<file path="config.mk">
export PLATFORM = sky130hd
export DESIGN_NAME = regfile_wb_arbiter
export DESIGN_NICKNAME = d
export VERILOG_FILES = /design/src/rtl/regfile_wb_arbiter.sv
export SDC_FILE = /design/constraint.sdc
export NUM_CORES = 1
export LEC_CHECK = 0
export ABC_AREA = 1
export ABC_CLOCK_PERIOD_IN_PS = 7400
export CAP_MARGIN = 20
export CORE_MARGIN = 1.5
export CORE_UTILIZATION = 31
export CTS_CLUSTER_SIZE = 16
export DETAILED_ROUTE_END_ITERATION = 12
export GPL_TIMING_DRIVEN = 0
export PLACE_DENSITY = 0.59
export SLEW_MARGIN = 0
export SYNTH_ARGS = -nofsm -noshare
export SYNTH_HDL_FRONTEND = slang
export SYNTH_SLANG_ARGS = --single-unit
</file>
<file path="constraint.sdc">
create_clock -name clk -period 7.4 [get_ports clk]
set_input_delay 1.11 -clock clk [delete_from_list [all_inputs] [get_ports clk]]
set_output_delay 1.11 -clock clk [all_outputs]
set_load 0.05 [all_outputs]
</file>
<file path="src/rtl/regfile_wb_arbiter.sv">
// ============================================================================
// Module   : regfile_wb_arbiter
// Brief    : Register-file write-back arbiter with a 2-entry long-latency
//            result FIFO and a destination scoreboard (pending vector).
// Config   : WB_EARLY_RELEASE_EN - clear busy in the cycle the head pops
// Revision : 1.0 - initial release
// ============================================================================
`default_nettype none

module regfile_wb_arbiter (
   input  logic        clk,
   input  logic        rst,
   input  logic        pipe_wen,
   input  logic [4:0]  pipe_addr,
   input  logic [31:0] pipe_data,
   input  logic        lsu_valid,
   output logic        lsu_ready,
   input  logic [4:0]  lsu_addr,
   input  logic [31:0] lsu_data,
   input  logic        issue_valid,
   input  logic [4:0]  issue_addr,
   input  logic [4:0]  chk_addr1,
   input  logic [4:0]  chk_addr2,
   output logic        busy1,
   output logic        busy2,
   output logic        w_en,
   output logic [4:0]  w_addr,
   output logic [31:0] w_data
);

   logic [4:0]  fifo_addr_q [2];
   logic [31:0] fifo_data_q [2];
   logic        rd_ptr_q;
   logic        wr_ptr_q;
   logic [1:0]  count_q;
   logic [1:0]  count_d;
   logic [31:0] pending_q;
   logic [31:0] pending_d;
   logic        w_en_q;
   logic        w_en_d;
   logic [4:0]  w_addr_q;
   logic [4:0]  w_addr_d;
   logic [31:0] w_data_q;
   logic [31:0] w_data_d;
   logic        accept;
   logic        pop;
   logic [4:0]  head_addr;
   logic [31:0] head_data;
   logic        release1;
   logic        release2;

   assign lsu_ready = (count_q != 2'd2);
   assign accept    = lsu_valid & lsu_ready;
   // The pipeline always wins the write port; the FIFO drains only in idle slots.
   assign pop       = ~pipe_wen & (count_q != 2'd0);
   assign head_addr = fifo_addr_q[rd_ptr_q];
   assign head_data = fifo_data_q[rd_ptr_q];

   always_comb begin
      w_en_d   = 1'b0;
      w_addr_d = w_addr_q;
      w_data_d = w_data_q;
      if (pipe_wen) begin
         if (pipe_addr != 5'd0) begin
            w_en_d   = 1'b1;
            w_addr_d = pipe_addr;
            w_data_d = pipe_data;
         end
      end else if (pop && (head_addr != 5'd0)) begin
         w_en_d   = 1'b1;
         w_addr_d = head_addr;
         w_data_d = head_data;
      end
   end

   // Set is applied after clear so a same-edge reservation survives the pop.
   always_comb begin
      pending_d = pending_q;
      if (pop) begin
         pending_d[head_addr] = 1'b0;
      end
      if (issue_valid && (issue_addr != 5'd0)) begin
         pending_d[issue_addr] = 1'b1;
      end
   end

   always_comb begin
      count_d = count_q;
      case ({accept, pop})
         2'b10:   count_d = count_q + 2'd1;
         2'b01:   count_d = count_q - 2'd1;
         default: count_d = count_q;
      endcase
   end

   always_ff @(posedge clk or posedge rst) begin
      if (rst) begin
         rd_ptr_q  <= 1'b0;
         wr_ptr_q  <= 1'b0;
         count_q   <= 2'd0;
         pending_q <= 32'd0;
         w_en_q    <= 1'b0;
         w_addr_q  <= 5'd0;
         w_data_q  <= 32'd0;
      end else begin
         if (accept) begin
            wr_ptr_q <= ~wr_ptr_q;
         end
         if (pop) begin
            rd_ptr_q <= ~rd_ptr_q;
         end
         count_q   <= count_d;
         pending_q <= pending_d;
         w_en_q    <= w_en_d;
         w_addr_q  <= w_addr_d;
         w_data_q  <= w_data_d;
      end
   end

   // Payload storage needs no reset: occupancy alone says what is valid.
   always_ff @(posedge clk) begin
      if (accept) begin
         fifo_addr_q[wr_ptr_q] <= lsu_addr;
         fifo_data_q[wr_ptr_q] <= lsu_data;
      end
   end

`ifdef WB_EARLY_RELEASE_EN
   assign release1 = pop && (head_addr == chk_addr1);
   assign release2 = pop && (head_addr == chk_addr2);
`else
   assign release1 = 1'b0;
   assign release2 = 1'b0;
`endif

   assign busy1  = (chk_addr1 != 5'd0) & pending_q[chk_addr1] & ~release1;
   assign busy2  = (chk_addr2 != 5'd0) & pending_q[chk_addr2] & ~release2;

   assign w_en   = w_en_q;
   assign w_addr = w_addr_q;
   assign w_data = w_data_q;

endmodule

`default_nettype wire
</file>
==> flow_metrics.env <==
export IMPL_topRoutingLayerUsed="met5"
export IMPL_ir_drop_v=0.000221
export IMPL_critPathSlowestCell="clkdlybuf4s50_1"
export IMPL_period_minus_slack_ns=4.34
export IMPL_status="completed"
export IMPL_antenna_cells=0
export IMPL_final_nets=1020
export IMPL_path_clk_slew_ns=0.06
export IMPL_post_cts_resized=0
export IMPL_overflow=0
export IMPL_stdcell_area_um2=9140
export IMPL_wl_met3_um=1880
export IMPL_io_pins=135
export IMPL_fin_worst_hold_slack_ns=0.507
export IMPL_yosysWarnings=0
export IMPL_io_buffers=130
export IMPL_wl_met1_um=8000
export IMPL_synth_top_cell_area_share=0.324
export IMPL_cts_sinks=148
export IMPL_syn_nets=868
export IMPL_numCtsBuffers=17
export IMPL_p_leak_nw=3.88
export IMPL_hp_start="count_q[1]$_DFFE_PP0P_"
export IMPL_worstPathMaxFanout=10
export IMPL_placed_area_um2=8590
export IMPL_ys_seq_area_frac=0.595
export IMPL_clk_latency_ns=0.42
export IMPL_clock_skew_ns=0.00635
export IMPL_grt_pass1_wl_um=30300
export IMPL_route_detailed_drc=0
export IMPL_slew_headroom=0.589
export IMPL_min_path_type="reg -> reg"
export IMPL_crit_buf_inv=5
export IMPL_stdcell_count=1218
export IMPL_die_x_um=152
export IMPL_rsz0062_at_grt="no"
export IMPL_fmax_mhz=231
export IMPL_r2r_start="rd_ptr_q$_DFFE_PP0P_"
export IMPL_crit_chain="buf_2, clkinv_1, clkbuf_1, nand2_1, nand3_1, nand2_1, nand2_1, nand2_1, inv_1, nand2_1, nand2_1, nand2_1, clkdlybuf4s50_1"
export IMPL_required_ns=6.29
export IMPL_via_count=5781
export IMPL_finalCritPeriodShare=0.586
export IMPL_post_drt_wl_per_cell_um=15.8
export IMPL_cts_tree="built"
export IMPL_fp_dieH_um=152
export IMPL_final_common_cell="nand2_1"
export IMPL_syn_to_final_growth_pct=33.4
export IMPL_hold_viol_final=0
export IMPL_grt_use_total=0.176
export IMPL_avgSynthCellArea_um2=8.86
export IMPL_cap_violations=0
export IMPL_via_per_inst=4.75
export IMPL_cpLargestDelayFamily="buffers and inverters"
export IMPL_reg2reg_to="w_data[21]$_DFFE_PP0P_"
export IMPL_dp_hpwl_um=13800
export IMPL_worstMarginPinSlew_ns=0.614
export IMPL_grt_antenna_before_repair=3
export IMPL_start_util=0.315
export IMPL_path_common_cell="nand2_1"
export IMPL_cts_hold_buf=0
export IMPL_netlist_area_um2=6850
export IMPL_grt_pass1_vias=5693
export IMPL_synth_largest_area_cell="edfxtp_1"
export IMPL_synthCells=773
export IMPL_dp_cells=1186
export IMPL_worstHoldPathCells=1
export IMPL_htreeDepth=4
export IMPL_r2r_setup_slack_ns=5.52
export IMPL_synth_distinct_cells=27
export IMPL_routed_wl_um=19300
export IMPL_startpoint_type="primary input"
export IMPL_die_area_um2=23000
export IMPL_drt_iter0_drc=418
export IMPL_layout_drive_gt1_share=0.0618
export IMPL_final_cell_mix="nand2_1, clkdlybuf4s50_1, nand3_1"
export IMPL_reg2reg_depth=10
export IMPL_fin_tns_setup_ns=0
export IMPL_crit_type="in -> out"
export IMPL_firstDrtPassIters=5
export IMPL_crit_arrival_ns=3.23
export IMPL_crit_start="chk_addr2[0]"
export IMPL_root_buffer="clkbuf_16"
export IMPL_cp_end_kind="output pin"
export IMPL_dr_wl_met2_um=8990
export IMPL_synth_area_leaders="edfxtp_1, dfrtp_1, nand2_1, nand3_1, o21ai_0"
export IMPL_slew_viol_final=0
export IMPL_post_cts_buffers=0
export IMPL_core_um2=21800
export IMPL_cp_slowest_stage_delay_ns=0.79
export IMPL_drtAntennaViolNets=0
export IMPL_min_to="count_q[1]$_DFFE_PP0P_"
export IMPL_row_count=54
export IMPL_setup_viol=0
export IMPL_max_clock_path_buffers=2
export IMPL_powerDensity_nw_per_um2=394
export IMPL_grt_max_degree=54
export IMPL_gp_congestion=0.876
export IMPL_ys_seq_elements=148
## per-layer routing
metal  track usage  vias to the layer above
met3        0.0737                       30
met4        0.0587                        4
li1              -                     2879
met1         0.212                     2660
met5             0                        -
met2         0.285                      208
## cell type report
cell class | count | area [um^2]
fillers | 2189 | 12600
flip-flops and latches | 148 | 4070
multi-input cells | 523 | 2340
repair buffers | 133 | 1370
clock buffers | 21 | 450
well taps | 280 | 350
inverters | 67 | 254
plain buffers | 35 | 204
clock inverters | 11 | 103
## worst max path at each step
stage,slack (ns),to,cells after the start
6_report,3.06,busy2,13
5_1_grt,2.87,busy1,13
4_1_cts,3.07,busy2,13
3_5_place_dp,3.08,busy1,13
3_3_place_gp,2.57,fifo_data_q[1][22]$_DFFE_PP_,3
2_1_floorplan,3.91,busy1,12
## power breakdown
group | switching, mW | internal (mW)
logic | 0.996 | 0.477
clock network | 0.339 | 0.472
registers | 0.152 | 1.17
total | 1.49 | 2.12
## Yosys cell counts (all sizes together)
| cell type | count |
|---|---|
| clkbuf | 19 |
| a31oi | 35 |
| buf | 16 |
| nand3 | 94 |
| nor3 | 3 |
| xnor2 | 2 |
| o21ai | 74 |
| clkinv | 4 |
| nor2 | 45 |
| or2 | 1 |
| dfrtp | 74 |
| xor2 | 1 |
| edfxtp | 74 |
| inv | 63 |
| nand2 | 262 |
| a21oi | 3 |
| ha | 1 |
| nand4 | 2 |
## cell families (layout without fill, tap and decap cells)
logic type | after synthesis | in the layout | share of synthesized area
buffers and inverters | 102 | 267 | 0.0665
flip-flops | 148 | 148 | 0.595
AO/OA/AOI/OAI | 112 | 112 | 0.0899
AND/OR/NAND/NOR | 407 | 407 | 0.243
adder cells (fa/ha/maj) | 1 | 1 | 0.00183
XOR/XNOR | 3 | 3 | 0.00384
## per-stage QoR
stage / setup WS, ns / util / power (mW)
final: 3.06 / 0.420 / 3.60
after global routing: 2.87 / 0.420 / 3.82
after detailed placement: 3.08 / 0.395 / 2.81
after CTS: 3.07 / 0.420 / 3.63
after global placement: 2.57 / 0.391 / 2.78
after floorplan: 3.91 / - / 2.26
## registers in the layout, indices dropped and copies added (netlist names)
name and flops:
fifo_data_q 64, pending_q 32, w_data 32, fifo_addr_q 10
w_addr 5, count_q 2, rd_ptr_q 1, w_en 1
wr_ptr_q 1
(Power assumes the default switching activity.)
